==> config.mk <==
export PLATFORM = sky130hd
export DESIGN_NAME = mem_port_arbiter_flat
export DESIGN_NICKNAME = d
export VERILOG_FILES = /design/src/rtl/mem_port_arbiter_pkg.sv /design/src/rtl/mem_port_arbiter_if.sv /design/src/rtl/mem_port_arbiter.sv /design/src/flat_wrapper.sv
export SDC_FILE = /design/constraint.sdc
export NUM_CORES = 1
export LEC_CHECK = 0
export BUFFER_PORTS_ARGS = -buffer_cell sky130_fd_sc_hd__buf_2
export CELL_PAD_IN_SITES_DETAIL_PLACEMENT = 0
export CELL_PAD_IN_SITES_GLOBAL_PLACEMENT = 2
export CORE_MARGIN = 2
export CORE_UTILIZATION = 31
export DETAILED_ROUTE_END_ITERATION = 12
export PLACE_DENSITY = 0.88
export SLEW_MARGIN = 10
export SYNTH_ARGS = -nofsm -noshare
export SYNTH_HDL_FRONTEND = slang
export SYNTH_SLANG_ARGS = --single-unit
export TNS_END_PERCENT = 5
==> constraint.sdc <==
create_clock -name clk -period 4.5 [get_ports clk]
set_input_delay 0 -clock clk [delete_from_list [all_inputs] [get_ports clk]]
set_output_delay 0 -clock clk [all_outputs]
set_load 0.01 [all_outputs]
==> src/rtl/mem_port_arbiter_pkg.sv <==
// Shared types and constants for the IF/LS memory port arbiter.
package mem_arb_pkg;

  typedef enum logic [1:0] {
    IDLE   = 2'd0,
    ACCESS = 2'd1,
    WAIT   = 2'd2,
    RESP   = 2'd3
  } arbState_e;

  localparam logic REQ_IF = 1'b0;
  localparam logic REQ_LS = 1'b1;

  localparam int MEM_LAT_MIN = 1;
  localparam int MEM_LAT_MAX = 4;

endpackage

==> src/rtl/mem_port_arbiter_if.sv <==
// Requester and memory-side signals of the arbiter; slave = arbiter side,
// master = datapath/memory side.
interface mem_port_arbiter_if #(
  parameter int DATA_W = 16,
  parameter int ADDR_W = 16
);
  logic              if_req;
  logic [ADDR_W-1:0] if_addr;
  logic              if_gnt;
  logic              if_rvalid;
  logic [DATA_W-1:0] if_rdata;

  logic              ls_req;
  logic              ls_we;
  logic [ADDR_W-1:0] ls_addr;
  logic [DATA_W-1:0] ls_wdata;
  logic              ls_gnt;
  logic              ls_rvalid;
  logic [DATA_W-1:0] ls_rdata;

  logic              mem_en;
  logic              mem_we;
  logic [ADDR_W-1:0] mem_addr;
  logic [DATA_W-1:0] mem_wdata;
  logic [DATA_W-1:0] mem_rdata;

  logic              busy;

  modport slave (
    input  if_req, if_addr, ls_req, ls_we, ls_addr, ls_wdata, mem_rdata,
    output if_gnt, if_rvalid, if_rdata, ls_gnt, ls_rvalid, ls_rdata,
           mem_en, mem_we, mem_addr, mem_wdata, busy
  );

  modport master (
    output if_req, if_addr, ls_req, ls_we, ls_addr, ls_wdata, mem_rdata,
    input  if_gnt, if_rvalid, if_rdata, ls_gnt, ls_rvalid, ls_rdata,
           mem_en, mem_we, mem_addr, mem_wdata, busy
  );
endinterface

==> src/rtl/mem_port_arbiter.sv <==
// Single-outstanding arbiter for the 16-bit memory port: IF vs LS, fixed read latency.
// MEM_ARB_ROUND_ROBIN_EN: alternate winners on ties instead of fixed LS priority.
module mem_port_arbiter
  import mem_arb_pkg::*;
#(
  parameter int DATA_W  = 16,
  parameter int ADDR_W  = 16,
  parameter int MEM_LAT = 1
) (
  input  logic               clk,
  input  logic               reset,
  mem_port_arbiter_if.slave  bus
);

  localparam int CNT_W = 2;
  localparam logic [CNT_W-1:0] LAT_M1 = CNT_W'(MEM_LAT - 1);

  if (MEM_LAT < MEM_LAT_MIN || MEM_LAT > MEM_LAT_MAX) begin : gLatChk
    $error("mem_port_arbiter: MEM_LAT must be within 1..4");
  end

  arbState_e         stateQ, stateD;
  logic [CNT_W-1:0]  cntQ;
  logic              winQ, weQ;
  logic [ADDR_W-1:0] addrQ;
  logic [DATA_W-1:0] wdataQ;
  logic [DATA_W-1:0] ifRdataQ, lsRdataQ;
  logic              anyReq, pick;

  assign anyReq = bus.if_req | bus.ls_req;

`ifdef MEM_ARB_ROUND_ROBIN_EN
  logic lastWinQ;

  // On a tie the loser of the previous grant goes first.
  always_comb begin
    pick = bus.ls_req ? REQ_LS : REQ_IF;
    if (bus.if_req && bus.ls_req) pick = ~lastWinQ;
  end

  always_ff @(posedge clk or negedge reset) begin
    if (!reset)                        lastWinQ <= REQ_IF;
    else if (stateQ == IDLE && anyReq) lastWinQ <= pick;
  end
`else
  assign pick = bus.ls_req ? REQ_LS : REQ_IF;
`endif

  // Transaction is frozen at the IDLE decision; later input changes are ignored.
  always_ff @(posedge clk or negedge reset) begin
    if (!reset) begin
      winQ   <= REQ_IF;
      weQ    <= 1'b0;
      addrQ  <= '0;
      wdataQ <= '0;
    end else if (stateQ == IDLE && anyReq) begin
      winQ   <= pick;
      weQ    <= (pick == REQ_LS) & bus.ls_we;
      addrQ  <= (pick == REQ_LS) ? bus.ls_addr  : bus.if_addr;
      wdataQ <= (pick == REQ_LS) ? bus.ls_wdata : '0;
    end
  end

  always_ff @(posedge clk or negedge reset) begin
    if (!reset)                cntQ <= '0;
    else if (stateQ == ACCESS) cntQ <= LAT_M1;
    else if (stateQ == WAIT)   cntQ <= cntQ - 1'b1;
  end

  always_ff @(posedge clk or negedge reset) begin
    if (!reset) stateQ <= IDLE;
    else        stateQ <= stateD;
  end

  always_comb begin
    stateD = stateQ;
    unique case (stateQ)
      IDLE:    if (anyReq) stateD = ACCESS;
      ACCESS:  begin
        if (weQ)              stateD = IDLE;
        else if (MEM_LAT > 1) stateD = WAIT;
        else                  stateD = RESP;
      end
      // The counter reaches zero on this transition.
      WAIT:    if (cntQ <= CNT_W'(1)) stateD = RESP;
      RESP:    stateD = IDLE;
      default: stateD = IDLE;
    endcase
  end

  // Read data is sampled on the edge that enters RESP and held until the next return.
  always_ff @(posedge clk or negedge reset) begin
    if (!reset) begin
      ifRdataQ <= '0;
      lsRdataQ <= '0;
    end else if (stateD == RESP && stateQ != RESP) begin
      if (winQ == REQ_LS) lsRdataQ <= bus.mem_rdata;
      else                ifRdataQ <= bus.mem_rdata;
    end
  end

  always_comb begin
    bus.if_gnt    = 1'b0;
    bus.ls_gnt    = 1'b0;
    bus.if_rvalid = 1'b0;
    bus.ls_rvalid = 1'b0;
    bus.mem_en    = 1'b0;
    bus.mem_we    = 1'b0;
    bus.mem_addr  = '0;
    bus.mem_wdata = '0;
    case (stateQ)
      ACCESS: begin
        bus.mem_en    = 1'b1;
        bus.mem_we    = weQ;
        bus.mem_addr  = addrQ;
        bus.mem_wdata = wdataQ;
        bus.if_gnt    = (winQ == REQ_IF);
        bus.ls_gnt    = (winQ == REQ_LS);
      end
      RESP: begin
        bus.if_rvalid = (winQ == REQ_IF);
        bus.ls_rvalid = (winQ == REQ_LS);
      end
      default: ;
    endcase
  end

  assign bus.if_rdata = ifRdataQ;
  assign bus.ls_rdata = lsRdataQ;
  assign bus.busy     = (stateQ != IDLE);

endmodule
==> src/flat_wrapper.sv <==
// flat-port wrapper written by rule: the top's interface ports become plain ports
module mem_port_arbiter_flat import mem_arb_pkg::*;
#(
  parameter int DATA_W  = 16,
  parameter int ADDR_W  = 16,
  parameter int MEM_LAT = 1
)
  (clk, reset, bus_if_req, bus_if_addr, bus_ls_req, bus_ls_we, bus_ls_addr, bus_ls_wdata, bus_mem_rdata, bus_if_gnt, bus_if_rvalid, bus_if_rdata, bus_ls_gnt, bus_ls_rvalid, bus_ls_rdata, bus_mem_en, bus_mem_we, bus_mem_addr, bus_mem_wdata, bus_busy);
  mem_port_arbiter_if #(.DATA_W(DATA_W), .ADDR_W(ADDR_W)) bus_i ();
  input  logic clk;
  input  logic reset;
  input wire logic [$bits(bus_i.if_req)-1:0] bus_if_req;
  input wire logic [$bits(bus_i.if_addr)-1:0] bus_if_addr;
  input wire logic [$bits(bus_i.ls_req)-1:0] bus_ls_req;
  input wire logic [$bits(bus_i.ls_we)-1:0] bus_ls_we;
  input wire logic [$bits(bus_i.ls_addr)-1:0] bus_ls_addr;
  input wire logic [$bits(bus_i.ls_wdata)-1:0] bus_ls_wdata;
  input wire logic [$bits(bus_i.mem_rdata)-1:0] bus_mem_rdata;
  output wire logic [$bits(bus_i.if_gnt)-1:0] bus_if_gnt;
  output wire logic [$bits(bus_i.if_rvalid)-1:0] bus_if_rvalid;
  output wire logic [$bits(bus_i.if_rdata)-1:0] bus_if_rdata;
  output wire logic [$bits(bus_i.ls_gnt)-1:0] bus_ls_gnt;
  output wire logic [$bits(bus_i.ls_rvalid)-1:0] bus_ls_rvalid;
  output wire logic [$bits(bus_i.ls_rdata)-1:0] bus_ls_rdata;
  output wire logic [$bits(bus_i.mem_en)-1:0] bus_mem_en;
  output wire logic [$bits(bus_i.mem_we)-1:0] bus_mem_we;
  output wire logic [$bits(bus_i.mem_addr)-1:0] bus_mem_addr;
  output wire logic [$bits(bus_i.mem_wdata)-1:0] bus_mem_wdata;
  output wire logic [$bits(bus_i.busy)-1:0] bus_busy;
  assign bus_i.if_req = bus_if_req;
  assign bus_i.if_addr = bus_if_addr;
  assign bus_i.ls_req = bus_ls_req;
  assign bus_i.ls_we = bus_ls_we;
  assign bus_i.ls_addr = bus_ls_addr;
  assign bus_i.ls_wdata = bus_ls_wdata;
  assign bus_i.mem_rdata = bus_mem_rdata;
  assign bus_if_gnt = bus_i.if_gnt;
  assign bus_if_rvalid = bus_i.if_rvalid;
  assign bus_if_rdata = bus_i.if_rdata;
  assign bus_ls_gnt = bus_i.ls_gnt;
  assign bus_ls_rvalid = bus_i.ls_rvalid;
  assign bus_ls_rdata = bus_i.ls_rdata;
  assign bus_mem_en = bus_i.mem_en;
  assign bus_mem_we = bus_i.mem_we;
  assign bus_mem_addr = bus_i.mem_addr;
  assign bus_mem_wdata = bus_i.mem_wdata;
  assign bus_busy = bus_i.busy;
  mem_port_arbiter #(.DATA_W(DATA_W), .ADDR_W(ADDR_W), .MEM_LAT(MEM_LAT)) u_core (.clk(clk), .reset(reset), .bus(bus_i));
endmodule
Word-level counts from Yosys, hierarchy flattened
Index checks and enable logic that the tools add are counted.

Add/subtract/negate cells: 1. Multiply operators: 0. Div/mod/pow operators: 0. Magnitude comparators: 1. Equal/unequal tests: 5. Shift operators: 0. Mux-type cells: 17. Bitwise logic cells: 3. Reductions and logical operators: 7.

Operator list (number): $mux W16 (4); $mux W2 (5); $pmux W2 S4 (1); $mux W1 (7); $eq A2 B2 Y1 const B (3); $reduce_and A2 Y1 (2); $reduce_bool A2 Y1 (2); $eq A2 B1 Y1 const B (1); $le A2 B1 Y1 const B (1); $logic_and A1 B1 Y1 (2); $logic_not A2 Y1 (1); $ne A2 B2 Y1 const B (1); $sub A2 B1 Y2 const B (1); $and A1 B1 Y1 (1); $not A1 Y1 (1); $or A1 B1 Y1 (1).

Register bits: 70. Bits in latches: 0. RAM bits: 0. Memory bits (read-only): 0. Output and inout bits: 71. Word-level logic and storage cells: 42. Memories: 0.

Depth between registers and ports, before layout
Word-level depth: 6. Gate-level depth with buffers: 7. Depth with buffers taken out: 6.

Worst setup path before layout
Ideal clock, no wire load.

Path type: register -> register. Start point: register u_core.stateQ[0]. End point: register u_core.lsRdataQ[10] (netlist: u_core.bus.ls_rdata[10]). Library setup time: 0.125 ns. Data arrival time: 1.833 ns. Data required time: 4.375 ns. Path slack: 2.542 ns. Stages on the path, launching flop included: 8. Path buffers: 1. Clock period less this slack: 1.958 ns. Cell sequence: dfrtp_1 inv_1 ha_1 a21oi_1 a32oi_4 nand4b_4 buf_6 mux2_4.

Cells in the longest elaborated chain, start to end: 5.

RTL lines: from (decl) (RTL line mem_port_arbiter.sv:22) `arbState_e stateQ, stateD;`; from (signal assigned) (RTL line mem_port_arbiter.sv:72) `else stateQ <= stateD;`; $eq A2 B2 Y1, or another cell as far along (RTL line mem_port_arbiter.sv:77) `unique case (stateQ)`; $pmux W2 S4 * (RTL line mem_port_arbiter.sv:77); named net u_core.stateD[0] (RTL line mem_port_arbiter.sv:22); $eq A2 B2 Y1 * (RTL line mem_port_arbiter.sv:96) `end else if (stateD == RESP && stateQ != RESP) begin`; $logic_and A1 B1 Y1 * (RTL line mem_port_arbiter.sv:96); $reduce_and A2 Y1 (no source line) *; to (signal assigned) (RTL line mem_port_arbiter.sv:97) `if (winQ == REQ_LS) lsRdataQ <= bus.mem_rdata;`; to (decl) (RTL line mem_port_arbiter.sv:27) `logic [DATA_W-1:0] ifRdataQ, lsRdataQ;`.

The timed path passes the listed nets; every way through them passes the cells marked *. A chain may end at the register's enable or synchronous reset.

Final worst setup path
Start point: register u_core.stateQ[0]. End point: register u_core.addrQ[10].

Cells in the longest elaborated chain, start to end: 2.

RTL lines: $logic_not A2 Y1 (RTL line mem_port_arbiter.sv:56) `end else if (stateQ == IDLE && anyReq) begin`; $logic_and A1 B1 Y1 (RTL line mem_port_arbiter.sv:56); to (signal assigned) (RTL line mem_port_arbiter.sv:59) `addrQ <= (pick == REQ_LS) ? bus.ls_addr : bus.if_addr;`; to (decl) (RTL line mem_port_arbiter.sv:25) `logic [ADDR_W-1:0] addrQ;`.

No other way between the ends.

==> metrics.cfg <==
[outcome]
outcome = finished, final reports clean

[setup_path]
r2r-end = u_core.addrQ[10]
path_delay_family = adder cells
r2r-start = u_core.stateQ[0]
cp.arrival_ns = 2.36
crit_path_max_incr_delay_ns = 0.69
cp.depth = 5
reg2reg_depth = 5
critPathCapture = u_core.addrQ[10]
cpMaxStageDelayCell = ha_1
critPathMaxFanout = 50
critPathLaunchType = flop
r2r_setup_slack_ns = 2.30
crit_path_start = u_core.stateQ[0]
path_buf_inv = 1
endpoint_kind = flop
setup.worst_path.class = flop to flop
worstPathRequired_ns = 4.66
crit_chain = inv_1 -> ha_1 -> o21ai_4 -> nand2_1 -> o21ai_0

[sta]
fin_crit_ns = 2.20
finalHoldViolations = 0
max_freq_ghz = 0.455
drv_slew = 0
setup_violations = 0
rsz0062_at_grt = false
min_period_over_period_pct = 48.9
slew_headroom_pct = 29.6
worstMarginPinSlew_ns = 1.05
finalSetupTns_ns = 0
finalWorstSetupSlack_ns = 2.30
fin_skew_ns = 0.00954

[die]
die_h_microns = 106
die_width_microns = 106
row_count = 37
start_util_pct = 31.6
io_pins = 140
coreArea_sq_um = 10200
dieArea_sq_um = 11300

[clock_tree]
cts_buffers = 9
clock_path_buffers = 2
clkTransAtPathRegs_ns = 0.07
clock_latency_ns = 0.33
cts_sinks = 70
post_cts_resized = 0
htreeDepth = 3
clockRootBuffer = clkbuf_8
cts_tree = yes

[global_routing]
gr-total-overflow = 0
grt_pass1_wl_microns = 13200
gr-usage-all-layers_pct = 14.8
antenna_found_initial = 0
grt_pass1_vias = 2763
grt_max_degree = 71

[finish]
final_cell_mix = buf_2 (138), dfrtp_1 (70), dlygate4sd3_1 (64), nand2_1 (53), and2_1 (35)
area_growth_pct = 51.0
final_cell_area_sq_um = 4890
antenna_cells = 0
fillCellCount = 950
drive_above_1_share_pct = 40.1
final-seq-area_sq_um = 1750
nNetsFinal = 556
multi_input_area_sq_um = 1390
mostFrequentLayoutCell = buf_2

[synthesis]
synth_fa_ha_area_share_pct = 1.93
yosys.area_share.simple_pct = 18.0
synth-xor-area-share_pct = 0
seq_area_frac_synth_pct = 54.1
syn_area_per_cell_sq_um = 11.4
synth_top_family_by_area = simple AND/OR/NAND/NOR gates
muxShareOfSynthArea_pct = 17.6
synth_cell_types = 25
synthesis.area_sq_um = 3240
synthCells = 284
ys.warnings.count = 0
syn-num-nets = 358
ys_seq_elements = 70
synth_compound_area_share_pct = 4.98

[routing]
drc = 0
vias_per_cell = 4.34
routed_wirelength_microns = 8100
wire_per_inst_microns = 13.0
drtIter0Drc = 94
num_vias = 2700
firstDrtPassIters = 4
antenna_left = 0

[job]
drv_cap = 0

[placed_design]
gp_congestion = 0.709
portBuffers = 139
dpl_cell_area_sq_um = 4040
dpl.hpwl_microns = 5250
preCtsSetupSlack_ns = 2.28

[worst_hold_path]
hp-start = bus_if_addr[6]
hp-class = primary input to flop

[pwr]
design_power_total_mw = 3.04
power_density_nw_per_um2 = 623
p_leak_nw = 2.55
ir_drop_mv = 0.308

## per-layer routing
metal / part of all wire (%) / GRT usage [%] / up-vias
met3: 4.9 / 3.49 / 15
met1: 43 / 18.1 / 1268
met4: 2.1 / 5.17 / 0
met5: 0 / 0 / -
met2: 50 / 25.5 / 80
li1: - / - / 1337
## cell families after synthesis
| family | after synthesis |
|---|---|
| and+or+nand+nor | 113 |
| AOI/OAI and AO/OA | 24 |
| muxes | 49 |
| buffers and inverters | 23 |
| adders and majority gates | 5 |
| DFF | 70 |
## flip-flops by register name, summed over array words and instances, names as in the netlist
name and flops:
u_core.addrQ 16, u_core.bus.if_rdata 16, u_core.bus.ls_rdata 16, u_core.cntQ 2, u_core.stateQ 2, u_core.wdataQ 16
u_core.weQ 1, u_core.winQ 1
## area by class of cell
class / instances / share of cell area [%]
Clock buffer: 9 / 2.53
Clock inverter: 6 / 1.79
Inverter: 6 / 0.461
Multi-Input combinational cell: 191 / 28.4
Sequential cell: 70 / 35.8
Tap cell: 136 / 3.48
Timing Repair Buffer: 204 / 27.5
## worst register-to-register path, cell delays in order, from the launching register on
cell	delay [ns]
dfrtp_1	0.41
inv_1	0.17
ha_1	0.69
o21ai_4	0.47
nand2_1	0.20
o21ai_0	0.10
## power breakdown
group	switching [mW]	internal [mW]
Clock	0.241	0.309
Sequential	0.162	0.938
Combinational	0.716	0.678
Total	1.12	1.93
## stage by stage
step	instances	utilization, %	hold WS, ns
finish	622	47.8	0.00892
CTS	622	47.8	0.00687
global route	622	47.8	0.0504
global placement	543	39.5	0.175
detailed placement	543	39.5	0.191
floorplan	284	-	-0.296
## synth_stat cells
cell       n  area (sq um)
dfrtp_1   70          1750
nand2_1   53           199
and2_1    35           219
mux2_2    23           259
nand3_1   17          85.1
o21ai_0   17          85.1
mux2i_1   16           160
clkbuf_1  13          48.8
mux2_4    10           150
inv_1      6          22.5
ha_1       5          62.6
buf_6      3          33.8
a21oi_1    2          10.0
nor2_1     2          7.51
nor2b_1    2          12.5
a21boi_2   1          11.3
a21oi_4    1          16.3
a32oi_4    1          27.5
buf_2      1          5.00
nand3_4    1          17.5
nand4b_4   1          23.8
nor2_4     1          11.3
nor3b_1    1          7.51
o21ai_1    1          5.00
o22ai_1    1          6.26
## worst min path at each step
stage	to	cells after the start
final	u_core.addrQ[6]	3
after global routing	u_core.addrQ[6]	3
after CTS	u_core.addrQ[6]	3
after detailed placement	u_core.bus.if_rdata[14]	1
after global placement	u_core.bus.ls_rdata[8]	1
after floorplan	u_core.addrQ[0]	0
## what timing repair did
item / CTS / global route
hold buffers: 64 / 0
setup buffers: 0 / 0
hold endpoints to repair: 134 / 0
setup endpoints to repair: 0 / 0
Power figures use the tool's default switching activity.
